==> src/rtl/uart_text_ctrl_pkg.sv <==
// rtl/uart_text_ctrl_pkg.sv - character constants and FSM states shared by the UART text controller
// Contents:
//   CH_*           control/printable character codes decoded from the receive path
//   text_state_t   controller FSM states
//   is_printable   true for bytes that are written to the screen as-is
package uart_text_pkg;

  localparam logic [7:0] CH_CR       = 8'h0D;
  localparam logic [7:0] CH_LF       = 8'h0A;
  localparam logic [7:0] CH_BS       = 8'h08;
  localparam logic [7:0] CH_ESC      = 8'h1B;
  localparam logic [7:0] CH_BLANK    = 8'h20;
  localparam logic [7:0] CH_PRINT_LO = 8'h20;
  localparam logic [7:0] CH_PRINT_HI = 8'h7E;

  typedef enum logic [2:0] {
    ST_IDLE     = 3'd0,
    ST_DECODE   = 3'd1,
    ST_WRITE    = 3'd2,
    ST_NEWLINE  = 3'd3,
    ST_CLR_LINE = 3'd4,
    ST_CLR_ALL  = 3'd5
  } text_state_t;

  function automatic logic is_printable(input logic [7:0] ch);
    return (ch >= CH_PRINT_LO) && (ch <= CH_PRINT_HI);
  endfunction

endpackage

==> src/rtl/uart_text_ctrl_if.sv <==
// rtl/uart_text_ctrl_if.sv - flag-buffer handshake, character RAM write port and cursor status bundle
// Signals:
//   rx_flag, rx_data  flag buffer holds an unread byte / its data
//   clr_flag          one-cycle acknowledge that clears the flag buffer
//   wr_en, wr_addr, wr_data  character RAM write port
//   cur_col, cur_row  text cursor position
//   busy              controller is not idle
// Modports: slave = the controller, master = the flag buffer / RAM side environment.
interface uart_text_ctrl_if #(
  parameter int AW = 12
);
  logic          rx_flag;
  logic [7:0]    rx_data;
  logic          clr_flag;
  logic          wr_en;
  logic [AW-1:0] wr_addr;
  logic [7:0]    wr_data;
  logic [6:0]    cur_col;
  logic [4:0]    cur_row;
  logic          busy;

  modport slave (
    input  rx_flag, rx_data,
    output clr_flag, wr_en, wr_addr, wr_data, cur_col, cur_row, busy
  );

  modport master (
    output rx_flag, rx_data,
    input  clr_flag, wr_en, wr_addr, wr_data, cur_col, cur_row, busy
  );
endinterface

==> src/rtl/uart_text_ctrl_text_cursor.sv <==
// rtl/uart_text_ctrl_text_cursor.sv - text cursor column/row/line-base counters
// Ports:
//   clk, reset        clock, synchronous active-high reset (cursor home)
//   i_inc, i_dec      step column forward / back
//   i_newline         column 0, next row (circular), line base stepped by COLS
//   i_home            column, row and line base to 0
//   o_col, o_row      cursor position
//   o_line_base       RAM address of column 0 on the cursor row
//   o_addr            RAM address under the cursor
//   o_col_first, o_col_last  column is 0 / COLS-1
module text_cursor #(
  parameter int COLS = 80,
  parameter int ROWS = 30,
  parameter int AW   = 12
) (
  input  logic          clk,
  input  logic          reset,
  input  logic          i_inc,
  input  logic          i_dec,
  input  logic          i_newline,
  input  logic          i_home,
  output logic [6:0]    o_col,
  output logic [4:0]    o_row,
  output logic [AW-1:0] o_line_base,
  output logic [AW-1:0] o_addr,
  output logic          o_col_first,
  output logic          o_col_last
);

  logic [6:0]    r_col;
  logic [4:0]    r_row;
  logic [AW-1:0] r_line_base;

  // line_base tracks row*COLS incrementally so no multiplier is needed.
  always_ff @(posedge clk) begin
    if (reset || i_home) begin
      r_col       <= '0;
      r_row       <= '0;
      r_line_base <= '0;
    end else if (i_newline) begin
      r_col <= '0;
      if (r_row == 5'(ROWS - 1)) begin
        r_row       <= '0;
        r_line_base <= '0;
      end else begin
        r_row       <= r_row + 5'd1;
        r_line_base <= r_line_base + AW'(COLS);
      end
    end else if (i_inc) begin
      r_col <= r_col + 7'd1;
    end else if (i_dec) begin
      r_col <= r_col - 7'd1;
    end
  end

  assign o_col       = r_col;
  assign o_row       = r_row;
  assign o_line_base = r_line_base;
  assign o_addr      = r_line_base + AW'(r_col);
  assign o_col_first = (r_col == 7'd0);
  assign o_col_last  = (r_col == 7'(COLS - 1));

endmodule

==> src/rtl/uart_text_ctrl.sv <==
// rtl/uart_text_ctrl.sv - UART receive sequencer driving the VGA character RAM and text cursor
// Ports:
//   clk    single system clock
//   reset  synchronous active-high reset; starts a full-screen clear
//   bus    uart_text_ctrl_if.slave: flag-buffer handshake in, character RAM write
//          port, cursor position and busy out (all outputs registered)
module uart_text_ctrl
  import uart_text_pkg::*;
#(
  parameter int         COLS  = 80,
  parameter int         ROWS  = 30,
  parameter int         AW    = 12,
  parameter logic [7:0] BLANK = CH_BLANK
) (
  input  logic           clk,
  input  logic           reset,
  uart_text_ctrl_if.slave bus
);

  localparam int NCELLS = ROWS * COLS;
  // One extra bit so the clear counter can hold the terminal count.
  localparam int CW = AW + 1;

  text_state_t   r_state, w_state_n;
  logic [CW-1:0] r_cnt, w_cnt_n;
  logic [7:0]    r_byte, w_byte_n;
  logic          r_clr_flag, w_clr_flag_n;
  logic          r_wr_en, w_wr_en_n;
  logic [AW-1:0] r_wr_addr, w_wr_addr_n;
  logic [7:0]    r_wr_data, w_wr_data_n;
  logic          r_busy, w_busy_n;

  logic          w_inc, w_dec, w_newline, w_home;
  logic [6:0]    w_col;
  logic [4:0]    w_row;
  logic [AW-1:0] w_line_base, w_cur_addr;
  logic          w_col_first, w_col_last;

  text_cursor #(
    .COLS (COLS),
    .ROWS (ROWS),
    .AW   (AW)
  ) u_cursor (
    .clk         (clk),
    .reset       (reset),
    .i_inc       (w_inc),
    .i_dec       (w_dec),
    .i_newline   (w_newline),
    .i_home      (w_home),
    .o_col       (w_col),
    .o_row       (w_row),
    .o_line_base (w_line_base),
    .o_addr      (w_cur_addr),
    .o_col_first (w_col_first),
    .o_col_last  (w_col_last)
  );

  always_ff @(posedge clk) begin
    if (reset) begin
      r_state    <= ST_CLR_ALL;
      r_cnt      <= '0;
      r_byte     <= '0;
      r_clr_flag <= 1'b0;
      r_wr_en    <= 1'b0;
      r_wr_addr  <= '0;
      r_wr_data  <= BLANK;
      r_busy     <= 1'b1;
    end else begin
      r_state    <= w_state_n;
      r_cnt      <= w_cnt_n;
      r_byte     <= w_byte_n;
      r_clr_flag <= w_clr_flag_n;
      r_wr_en    <= w_wr_en_n;
      r_wr_addr  <= w_wr_addr_n;
      r_wr_data  <= w_wr_data_n;
      r_busy     <= w_busy_n;
    end
  end

  // Output registers are loaded from the decision taken in the current state,
  // so a write is visible during the state that follows the decision (WRITE,
  // or the clear states while the counter is below its limit).
  always_comb begin
    w_state_n    = r_state;
    w_cnt_n      = r_cnt;
    w_byte_n     = r_byte;
    w_clr_flag_n = 1'b0;
    w_wr_en_n    = 1'b0;
    w_wr_addr_n  = r_wr_addr;
    w_wr_data_n  = r_wr_data;
    w_inc        = 1'b0;
    w_dec        = 1'b0;
    w_newline    = 1'b0;
    w_home       = 1'b0;

    case (r_state)
      ST_IDLE: begin
        if (bus.rx_flag) begin
          w_byte_n     = bus.rx_data;
          w_clr_flag_n = 1'b1;
          w_state_n    = ST_DECODE;
        end
      end

      ST_DECODE: begin
        if (is_printable(r_byte)) begin
          w_wr_en_n   = 1'b1;
          w_wr_addr_n = w_cur_addr;
          w_wr_data_n = r_byte;
          w_state_n   = ST_WRITE;
        end else if (r_byte == CH_CR) begin
          w_state_n = ST_NEWLINE;
        end else if (r_byte == CH_BS) begin
          if (!w_col_first) begin
            // Column steps back at this edge; the blank lands on the new position.
            w_dec       = 1'b1;
            w_wr_en_n   = 1'b1;
            w_wr_addr_n = w_cur_addr - AW'(1);
            w_wr_data_n = BLANK;
            w_state_n   = ST_WRITE;
          end else begin
            w_state_n = ST_IDLE;
          end
        end else if (r_byte == CH_ESC) begin
          w_cnt_n   = '0;
          w_state_n = ST_CLR_ALL;
        end else begin
          w_state_n = ST_IDLE;
        end
      end

      ST_WRITE: begin
        if (r_byte == CH_BS) begin
          w_state_n = ST_IDLE;
        end else if (w_col_last) begin
          w_state_n = ST_NEWLINE;
        end else begin
          w_inc     = 1'b1;
          w_state_n = ST_IDLE;
        end
      end

      ST_NEWLINE: begin
        w_newline = 1'b1;
        w_cnt_n   = '0;
        w_state_n = ST_CLR_LINE;
      end

      ST_CLR_LINE: begin
        if (r_cnt < CW'(COLS)) begin
          w_wr_en_n   = 1'b1;
          w_wr_addr_n = w_line_base + r_cnt[AW-1:0];
          w_wr_data_n = BLANK;
          w_cnt_n     = r_cnt + CW'(1);
        end else begin
          w_state_n = ST_IDLE;
        end
      end

      ST_CLR_ALL: begin
        if (r_cnt < CW'(NCELLS)) begin
          w_wr_en_n   = 1'b1;
          w_wr_addr_n = r_cnt[AW-1:0];
          w_wr_data_n = BLANK;
          w_cnt_n     = r_cnt + CW'(1);
        end else begin
          w_home    = 1'b1;
          w_state_n = ST_IDLE;
        end
      end

      default: begin
        // Unused encodings recover through a full clear.
        w_cnt_n   = '0;
        w_state_n = ST_CLR_ALL;
      end
    endcase

    w_busy_n = (w_state_n != ST_IDLE);
  end

  assign bus.clr_flag = r_clr_flag;
  assign bus.wr_en    = r_wr_en;
  assign bus.wr_addr  = r_wr_addr;
  assign bus.wr_data  = r_wr_data;
  assign bus.cur_col  = w_col;
  assign bus.cur_row  = w_row;
  assign bus.busy     = r_busy;

endmodule

==> src/flat_wrapper.sv <==
// flat-port wrapper written by rule: the top's interface ports become plain ports
module uart_text_ctrl_flat import uart_text_pkg::*;
#(
  parameter int         COLS  = 80,
  parameter int         ROWS  = 30,
  parameter int         AW    = 12,
  parameter logic [7:0] BLANK = CH_BLANK
)
  (clk, reset, bus_rx_flag, bus_rx_data, bus_clr_flag, bus_wr_en, bus_wr_addr, bus_wr_data, bus_cur_col, bus_cur_row, bus_busy);
  uart_text_ctrl_if #(.AW(AW)) bus_i ();
  input  logic clk;
  input  logic reset;
  input wire logic [$bits(bus_i.rx_flag)-1:0] bus_rx_flag;
  input wire logic [$bits(bus_i.rx_data)-1:0] bus_rx_data;
  output wire logic [$bits(bus_i.clr_flag)-1:0] bus_clr_flag;
  output wire logic [$bits(bus_i.wr_en)-1:0] bus_wr_en;
  output wire logic [$bits(bus_i.wr_addr)-1:0] bus_wr_addr;
  output wire logic [$bits(bus_i.wr_data)-1:0] bus_wr_data;
  output wire logic [$bits(bus_i.cur_col)-1:0] bus_cur_col;
  output wire logic [$bits(bus_i.cur_row)-1:0] bus_cur_row;
  output wire logic [$bits(bus_i.busy)-1:0] bus_busy;
  assign bus_i.rx_flag = bus_rx_flag;
  assign bus_i.rx_data = bus_rx_data;
  assign bus_clr_flag = bus_i.clr_flag;
  assign bus_wr_en = bus_i.wr_en;
  assign bus_wr_addr = bus_i.wr_addr;
  assign bus_wr_data = bus_i.wr_data;
  assign bus_cur_col = bus_i.cur_col;
  assign bus_cur_row = bus_i.cur_row;
  assign bus_busy = bus_i.busy;
  uart_text_ctrl #(.COLS(COLS), .ROWS(ROWS), .AW(AW), .BLANK(BLANK)) u_core (.clk(clk), .reset(reset), .bus(bus_i));
endmodule
==> config.mk <==
export PLATFORM = sky130hd
export DESIGN_NAME = uart_text_ctrl_flat
export DESIGN_NICKNAME = d
export VERILOG_FILES = /design/src/rtl/uart_text_ctrl_pkg.sv /design/src/rtl/uart_text_ctrl_if.sv /design/src/rtl/uart_text_ctrl_text_cursor.sv /design/src/rtl/uart_text_ctrl.sv /design/src/flat_wrapper.sv
export SDC_FILE = /design/constraint.sdc
export NUM_CORES = 1
export LEC_CHECK = 0
export CAP_MARGIN = 10
export CORE_ASPECT_RATIO = 0.75
export CORE_MARGIN = 10
export CORE_UTILIZATION = 61
export CTS_CLUSTER_SIZE = 10
export DETAILED_ROUTE_END_ITERATION = 10
export MAX_ROUTING_LAYER = met4
export PLACE_DENSITY = 0.87
export SLEW_MARGIN = 20
export SYNTH_ARGS = -nofsm -noshare
export SYNTH_HDL_FRONTEND = slang
export SYNTH_SLANG_ARGS = --single-unit
==> constraint.sdc <==
create_clock -name clk -period 7.6 [get_ports clk]
set_clock_uncertainty 0.05 [all_clocks]
set_input_delay 1.52 -clock clk [delete_from_list [all_inputs] [get_ports clk]]
set_output_delay 1.52 -clock clk [all_outputs]
set_load 0.05 [all_outputs]
# ---- Word-level counts from Yosys, hierarchy flattened
# Cells that the tools add are included.
dict set report classes {
  eq_ne 19
  bitwise_logic 2
  n_reduce_logical 13
  add_sub_neg 8
  n_mux 52
  magnitude_cmp 4
}
# operator count
set op_table {}
lappend op_table {{12-bit 2-to-1 mux} 7}
lappend op_table {{13-bit 2-to-1 mux} 6}
lappend op_table {{13-bit case mux with 4 select lines} 1}
lappend op_table {{8-bit 2-to-1 mux} 6}
lappend op_table {{12-bit case mux with 3 select lines} 1}
lappend op_table {{3-bit 2-to-1 mux} 8}
lappend op_table {{8-bit case mux with 3 select lines} 1}
lappend op_table {{3-bit case mux with 6 select lines} 1}
lappend op_table {{8-bit by 4-bit equality test with 1-bit output (second input constant)} 2}
lappend op_table {{1-bit 2-to-1 mux} 15}
lappend op_table {{7-bit 2-to-1 mux} 2}
lappend op_table {{13-bit by 1-bit adder with 13-bit output (second input constant)} 1}
lappend op_table {{13-bit by 12-bit less-than comparator with 1-bit output (second input constant)} 1}
lappend op_table {{13-bit by 7-bit less-than comparator with 1-bit output (second input constant)} 1}
lappend op_table {{12-bit adder} 1}
lappend op_table {{12-bit by 7-bit adder with 12-bit output} 1}
lappend op_table {{12-bit by 7-bit adder with 12-bit output (second input constant)} 1}
lappend op_table {{12-bit by 1-bit subtractor with 12-bit output (second input constant)} 1}
lappend op_table {{8-bit by 5-bit equality test with 1-bit output (second input constant)} 1}
lappend op_table {{8-bit by 6-bit >= comparator with 1-bit output (second input constant)} 1}
lappend op_table {{8-bit by 7-bit less-or-equal comparator with 1-bit output (second input constant)} 1}
lappend op_table {{7-bit by 1-bit adder with 7-bit output (second input constant)} 1}
lappend op_table {{7-bit equality test (second input constant)} 1}
lappend op_table {{7-bit zero test} 1}
lappend op_table {{other kinds (24)} 35}
dict set report word_totals {
  input_bits 11
  reg_bits 71
  output_inout_bits 35
  elab_cells 109
}

# ---- Logic depth before layout (Yosys ltp)
# Gate-level depths: netlist of run 1.
dict set report logic_depth {
  depth_word 8
  depth_mapped 12
  ltp_nobuf 12
}

# ---- Modules after synthesis
# A second synthesis of run 1 with hierarchy kept.
dict set report unflattened {
  hier_cells 543
  area_unflattened_um2 4434.3
}
# mod seq_area_each_um2 area_each_um2 instances cells_each
set by_module_without_submodules {}
lappend by_module_without_submodules {uart_text_ctrl 940.9 3095.5 1 381}
lappend by_module_without_submodules {text_cursor 400.4 1338.8 1 162}

# ---- Worst setup path after synthesis of run 1
# OpenSTA, ideal clock, no wires.
dict set report synth_path {
  path_type {register -> register}
  startpoint {register u_core.u_cursor.r_col[0] (netlist: u_core.u_cursor.o_col[0])}
  endpoint {register u_core.u_cursor.r_col[6] (netlist: u_core.u_cursor.o_col[6])}
  stages_incl_launch_ff 13
  n_path_buf 0
  setup_time_ps 121
  required_time_ps 7429
  t_arrival_ps 2958
  setup_slack_ps 4470
  synth_period_minus_slack_ps 3130
  path_cell_list {dfxtp_1 > ha_1 > nand4_1 > or3_1 > nand4_1 > ha_1 > a21o_1 > a21oi_1 > o21ai_0 > xor2_1 > nand2_1 > xor2_1 > nor2_1}
}
dict set report synth_via {
  elab_chain_len 7
  word_cells_on_any_way 15
  classes_between {add/sub: 2; eq/ne: 1; mux: 10; reduce/logical: 2}
}
# element line_no
set synth_lines {}
lappend synth_lines {{from (decl)} uart_text_ctrl_text_cursor.sv:30} ;# logic [6:0] r_col;
lappend synth_lines {{from (signal assigned)} uart_text_ctrl_text_cursor.sv:50} ;# r_col <= r_col + 7'd1;
lappend synth_lines {{from (signal assigned)} uart_text_ctrl_text_cursor.sv:52} ;# r_col <= r_col - 7'd1;
lappend synth_lines {{7-bit zero test} uart_text_ctrl_text_cursor.sv:60} ;# assign o_col_first = (r_col == 7'd0);
lappend synth_lines {{1-bit 2-to-1 mux} uart_text_ctrl.sv:114} ;# if (!w_col_first) begin
lappend synth_lines {{1-bit 2-to-1 mux} uart_text_ctrl.sv:113} ;# end else if (r_byte == CH_BS) begin
lappend synth_lines {{1-bit 2-to-1 mux} uart_text_ctrl.sv:111} ;# end else if (r_byte == CH_CR) begin
lappend synth_lines {{1-bit 2-to-1 mux} uart_text_ctrl.sv:106} ;# if (is_printable(r_byte)) begin
lappend synth_lines {{1-bit 2-to-1 mux} uart_text_ctrl.sv:96} ;# case (r_state)
lappend synth_lines {{2-bit nonzero test (no line)} n/a}
# Parallel ways exist; a longest one is shown, timed or not. The select of a mux whose other input is x is not followed.
# A chain may end at the register's enable or synchronous reset.

# ---- Final worst setup path of run 1
dict set report layout_path {
  startpoint {input reset}
  endpoint {register u_core.u_cursor.r_col[1] (netlist: u_core.u_cursor.o_col[1])}
}
dict set report layout_via {
  elab_chain_len 2
}
# element line_no
set layout_lines {}
lappend layout_lines {{from (decl)} flat_wrapper.sv:12} ;# input logic reset;
lappend layout_lines {{1-bit logical OR} uart_text_ctrl_text_cursor.sv:36} ;# if (reset || i_home) begin
lappend layout_lines {{2-bit OR reduction (no line)} n/a}
# Every way passes these cells.

==> impl_metrics.json, run 1 <==
{
  "rsz0062_at_grt": "false",
  "dp.cells": 598,
  "gp_congestion": 0.908,
  "via_per_inst": 6.09,
  "worstPathArrival_ps": 3970,
  "dpl_worst_slack_ps": 3520,
  "h-tree-depth": 3,
  "ctsHoldBuffers": 0,
  "setup_viol": 0,
  "clk_latency_ps": 370,
  "die_area_mm2": 0.0102,
  "antenna_found_initial": 0,
  "dr_total_vias": 3741,
  "tns_ps": 0,
  "hp-class": "reg2reg",
  "drt_iter0_markers": 294,
  "fmax_mhz": 264,
  "start_util_pct": 63.1,
  "ys_ff_latch": 67,
  "root_buffer": "clkbuf_8",
  "crit_type": "in2reg",
  "mappedNetlistArea_mm2": 0.00401,
  "ir_worst_vdd_mv": 0.113,
  "clockBufferDepth": 2,
  "core_area_mm2": 0.00635,
  "synth_common_cells": "nor2_1, dfxtp_1, nand2_1",
  "synth_ff_type": "dfxtp_1",
  "yosysSeqAreaShare_pct": 33.5,
  "maxSlewViolCount": 0,
  "syn2layout_area_growth_pct": 15.9,
  "p_leak_nw": 1.74,
  "critPathTopFamily": "buffers and inverters",
  "synth-edff-count": 0,
  "drive_gt1_share_pct": 5.82,
  "syn_inst": 497,
  "wirelength_um": 10500,
  "grt_pass1_wl_um": 17100,
  "synthTopCellsByArea": "dfxtp_1, ha_1, nor2_1, nand2_1, xnor2_1",
  "grt_max_degree": 29,
  "hold_violations": 0,
  "required_ps": 7780,
  "yosysUniqueCellTypes": 64,
  "finalNonFillerCells": 614,
  "crit_chain": "clkdlybuf4s50_1 > inv_1 > o21ai_0 > nand2b_1 > nor2_1",
  "portBuffers": 45,
  "num_rows": 25,
  "hold_ws_ps": 402,
  "syn-num-nets": 530,
  "endpoint_kind": "register",
  "worst_path_max_delay_cell": "clkdlybuf4s50_1",
  "fin_nets": 561,
  "powerDensity_mw_per_mm2": 155,
  "design_area_mm2": 0.00465,
  "syn_avg_cell_area_um2": 8.07,
  "io_pins": 46,
  "ant_nets": 0,
  "wl_per_cell_um": 17.0,
  "period_share_pct": 49.8,
  "die_y_um": 90.2,
  "cp-start-kind": "input pin",
  "post_cts_buffers": 0,
  "crit_path_max_incr_delay_ps": 1160,
  "dr.pass1.iters": 5,
  "setup_ws_ps": 3810,
  "dpl_cell_area_mm2": 0.00442,
  "clock-sinks": 67,
  "yosysMostFrequentCell": "nor2_1",
  "die_w_um": 114,
  "worst-path-buf-inv": 2,
  "slew_headroom_pct": 26.8,
  "synth_top_cell_area_share_pct": 33.5,
  "ctsResizeCount": 0,
  "outcome": "finished, final reports clean",
  "cts_buffers": 9,
  "overflow": 0,
  "synth_top_area_cell": "dfxtp_1",
  "path_clk_slew_ps": 80,
  "period_needed_ps": 3790,
  "path_max_fanout": 28,
  "dpl.hpwl_um": 7600,
  "drv_cap": 0,
  "grt_pass1_vias": 3536,
  "cts_tree": "yes",
  "yosys_warnings": 0,
  "route.detailed.drc": 0,
  "grt_usage_pct": 20.3,
  "antenna_cells": 0,
  "ys_async_sr_fraction_pct": 0,
  "worst_slew_pin_slew_ps": 1100
}
[power by group]
| part | internal (mW) | total (mW) | switching, mW |
|---|---|---|---|
| Sequential | 0.353 | 0.357 | 0.00359 |
| Combinational | 0.00970 | 0.0241 | 0.0144 |
| Clock | 0.187 | 0.340 | 0.153 |
[routing by layer]
metal  GRT usage (%)  vias to the layer above  routed length (um)
li1                -                     1822                   -
met1            26.0                     1746                4750
met2            31.2                      155                4790
met3            4.65                       18                 744
met4            6.01                        0                 180
met5               -                        -                   0
[final cells by class]
cell class                      count  area [um^2]
Clock buffer                        9          124
Clock inverter                      7          100
Fill cell                         490         1700
Inverter                           16         60.1
Multi-Input combinational cell    389         2470
Sequential cell                    67         1340
Tap cell                           81          101
Timing Repair Buffer               45          450
[state kept, by name, indices dropped and copies added (netlist names)]
name                         count
u_core.bus.busy                  1
u_core.bus.clr_flag              1
u_core.bus.wr_addr              12
u_core.bus.wr_data               8
u_core.bus.wr_en                 1
u_core.r_byte                    8
u_core.r_cnt                    13
u_core.r_state                   3
u_core.u_cursor.o_col            7
u_core.u_cursor.o_line_base      8
u_core.u_cursor.o_row            5
[final timing paths]
check                                                   startpoint  slack [ps]                                    end  depth (start not counted)
worst max-delay path                                         reset        3810  u_core.u_cursor.o_col[1]$_SDFFE_PP0P_                          5
worst min-delay path            u_core.bus.wr_data[3]$_SDFFE_PP0P_         400     u_core.bus.wr_data[3]$_SDFFE_PP0P_                          2
worst min register to register  u_core.bus.wr_data[3]$_SDFFE_PP0P_         400     u_core.bus.wr_data[3]$_SDFFE_PP0P_                          2
worst max register to register        u_core.r_state[0]$_SDFF_PP1_        4490  u_core.u_cursor.o_col[6]$_SDFFE_PP0P_                         10
[cells in the final DEF (no fill, tap or decap), types with 16 or more instances in the layout]
master	instances
dfxtp_1	67
a21oi_1	41
nand2_1	58
clkdlybuf4s50_1	45
xnor2_1	24
inv_1	16
nor2_1	68
ha_1	21
xor2_1	17
nand3_1	27
[cells by family after synthesis]
logic type	synth area share, %
DFF	33.5
AOI/OAI and AO/OA	17.3
muxes	2.00
adders and majority gates	7.05
and+or+nand+nor	26.4
buffers and inverters	4.90
xor gates and xnor gates	8.96
[through the flow]
step	utilization [%]	total power, mW
floorplan	-	0.378
global placement	69.7	0.388
detailed placement	69.7	0.389
CTS	73.2	0.721
global route	73.2	0.738
finish	73.2	0.721
[tightest hold or removal path: stages, from the launching register on]
cell     delay (ps)
dfxtp_1         310
nand2_1          50
a21oi_1          50
Power figures use the tool's default switching activity.
==> inputs of run 2 (changes only) <==
Settings changed: CORE_UTILIZATION 61 to 51, PLACE_DENSITY 0.87 to 0.77.
Clock period 7.6 ns to 3.14 ns, I/O delays scaled along.
==> run 2 against run 1 <==
Net effect:
- non-clock buffer count increased by 11
- total power increased by 140%
- combinational power up 150%
- first-iteration DRC count rose by 30%
- critical path depth grew 7
- core utilization is 9.7 points lower
- flip-flop and latch count stayed put
- global-route usage fell by 2.3 points
==> impl_metrics.json, run 2 (synthesized netlist as in run 1, its figures left out) <==
{
  "setup_ws_ps": 281,
  "cts_buffers": 9,
  "ctsHoldBuffers": 0,
  "hp-class": "reg2reg",
  "core_area_mm2": 0.00750,
  "portBuffers": 45,
  "syn2layout_area_growth_pct": 18.9,
  "overflow": 0,
  "switchingPower_mw": 0.408,
  "hold_depth": 2,
  "dr.pass1.iters": 5,
  "via_per_inst": 5.81,
  "grt_max_degree": 28,
  "final_cell_mix": "nor2_1, dfxtp_1, nand2_1, clkdlybuf4s50_1, a21oi_1",
  "dr_total_vias": 3745,
  "route.detailed.drc": 0,
  "gp_congestion": 0.878,
  "h-tree-depth": 3,
  "io_pins": 46,
  "clockPowerShare_pct": 47.8,
  "ctsResizeCount": 0,
  "die_w_um": 122,
  "num_rows": 27,
  "clock-sinks": 67,
  "crit_type": "reg2reg",
  "worst_slew_pin_slew_ps": 655,
  "switching_share_pct": 23.1,
  "dpl_worst_slack_ps": 310,
  "p_seq_share_pct": 48.9,
  "cts_tree": "yes",
  "wl_met3_um": 669,
  "endpoint_kind": "register",
  "r2r_cells": 12,
  "root_buffer": "clkbuf_8",
  "maxSlewViolCount": 0,
  "largest-register": "u_core.r_cnt",
  "outcome": "finished, final reports clean",
  "period_share_pct": 91.1,
  "slew_headroom_pct": 55.2,
  "ir_worst_vdd_mv": 0.219,
  "die_area_mm2": 0.0118,
  "setup_viol": 0,
  "fin_nets": 572,
  "tns_ps": 0,
  "antenna_cells": 0,
  "largest_reg_flops": 13,
  "path_clk_slew_ps": 80,
  "grt_pass1_wl_um": 17400,
  "hold_violations": 0,
  "wl_per_cell_um": 16.1,
  "path_max_fanout": 7,
  "wirelength_um": 10400,
  "powerDensity_mw_per_mm2": 371,
  "post_cts_buffers": 0,
  "antenna_found_initial": 0,
  "required_ps": 3330,
  "rsz0062_at_grt": "false",
  "drv_cap": 0,
  "top_layer_used": "met4",
  "dpl_cell_area_mm2": 0.00453,
  "wl_met2_um": 4760,
  "fmax_mhz": 350,
  "start_util_pct": 53.5,
  "dpl.hpwl_um": 7840,
  "cp-start-kind": "register",
  "ant_nets": 0,
  "period_needed_ps": 2860,
  "final_common_cell": "nor2_1",
  "clk_latency_ps": 350,
  "worstPathArrival_ps": 3050,
  "p_int_mw": 1.36,
  "drt-met1-wl_um": 4870,
  "drt_iter0_markers": 383,
  "die_y_um": 96.8,
  "fillCellCount": 667,
  "grt_usage_pct": 18.0,
  "design_area_mm2": 0.00476,
  "comb_power_share_pct": 3.3,
  "clockBufferDepth": 2,
  "p_leak_nw": 1.80,
  "grt_pass1_vias": 3551,
  "drive_gt1_share_pct": 7.72
}
[run 2: cell count changes in the layout (fill, tap and decap cells not counted)]
cell | previous run | this run
clkbuf_8 | 9 | 10
inv_6 | 2 | 3
clkinv_2 | 1 | 0
clkinv_4 | 2 | 1
buf_4 | 0 | 11
[run 2: power groups by stage]
stage | Combinational [mW] | Sequential, mW | Clock [mW]
global placement | 0.0588 | 0.883 | 0
global route | 0.0643 | 0.865 | 0.896
finish | 0.0592 | 0.863 | 0.845
floorplan | 0.0243 | 0.891 | 0
CTS | 0.0594 | 0.863 | 0.859
detailed placement | 0.0591 | 0.883 | 0
[run 2: critical path: stages, from the launching register on]
cell,delay (ps)
dfxtp_1,470
ha_1,200
nand4_1,90
or3_1,360
nand4_1,300
ha_1,340
a21o_1,170
a21oi_1,210
o21ai_0,140
xor2_1,150
nand2_1,80
xor2_1,150
nor2_1,50
[run 2: per-layer routing]
metal / up-vias / track usage, %
li1: 1836 / -
met1: 1772 / 23.8
met2: 124 / 26.6
met3: 13 / 4.35
met4: 0 / 5.48
met5: - / -
[run 2: path summary, 6_finish.rpt]
path / startpoint / endpoint / slack, ps
setup / recovery: u_core.u_cursor.o_col[1]$_SDFFE_PP0P_ / u_core.u_cursor.o_col[6]$_SDFFE_PP0P_ / 280
hold / removal: u_core.bus.wr_data[2]$_SDFFE_PP0P_ / u_core.bus.wr_data[2]$_SDFFE_PP0P_ / 410
setup reg to reg: u_core.u_cursor.o_col[1]$_SDFFE_PP0P_ / u_core.u_cursor.o_col[6]$_SDFFE_PP0P_ / 280
hold reg to reg: u_core.bus.wr_data[2]$_SDFFE_PP0P_ / u_core.bus.wr_data[2]$_SDFFE_PP0P_ / 410
[run 2: layout make-up]
class / instances / area [um^2] / area share, %
multi-input combinational: 389 / 2470 / 51.9
sequential: 67 / 1340 / 28.2
clock inverter: 6 / 95.1 / 2.00
clock buffer: 10 / 138 / 2.89
tap: 101 / 126 / 2.65
timing repair buffer: 56 / 533 / 11.2
inverter: 16 / 60.1 / 1.26
[run 2: stage by stage]
step                hold slack (ps)  util, %  total power, mW  std cells
floorplan                       414        -            0.915        497
detailed placement              400     60.4            0.942        629
CTS                             410     63.5             1.78        645
global route                    431     63.5             1.83        645
global placement                392     60.4            0.942        629
finish                          408     63.5             1.77        645
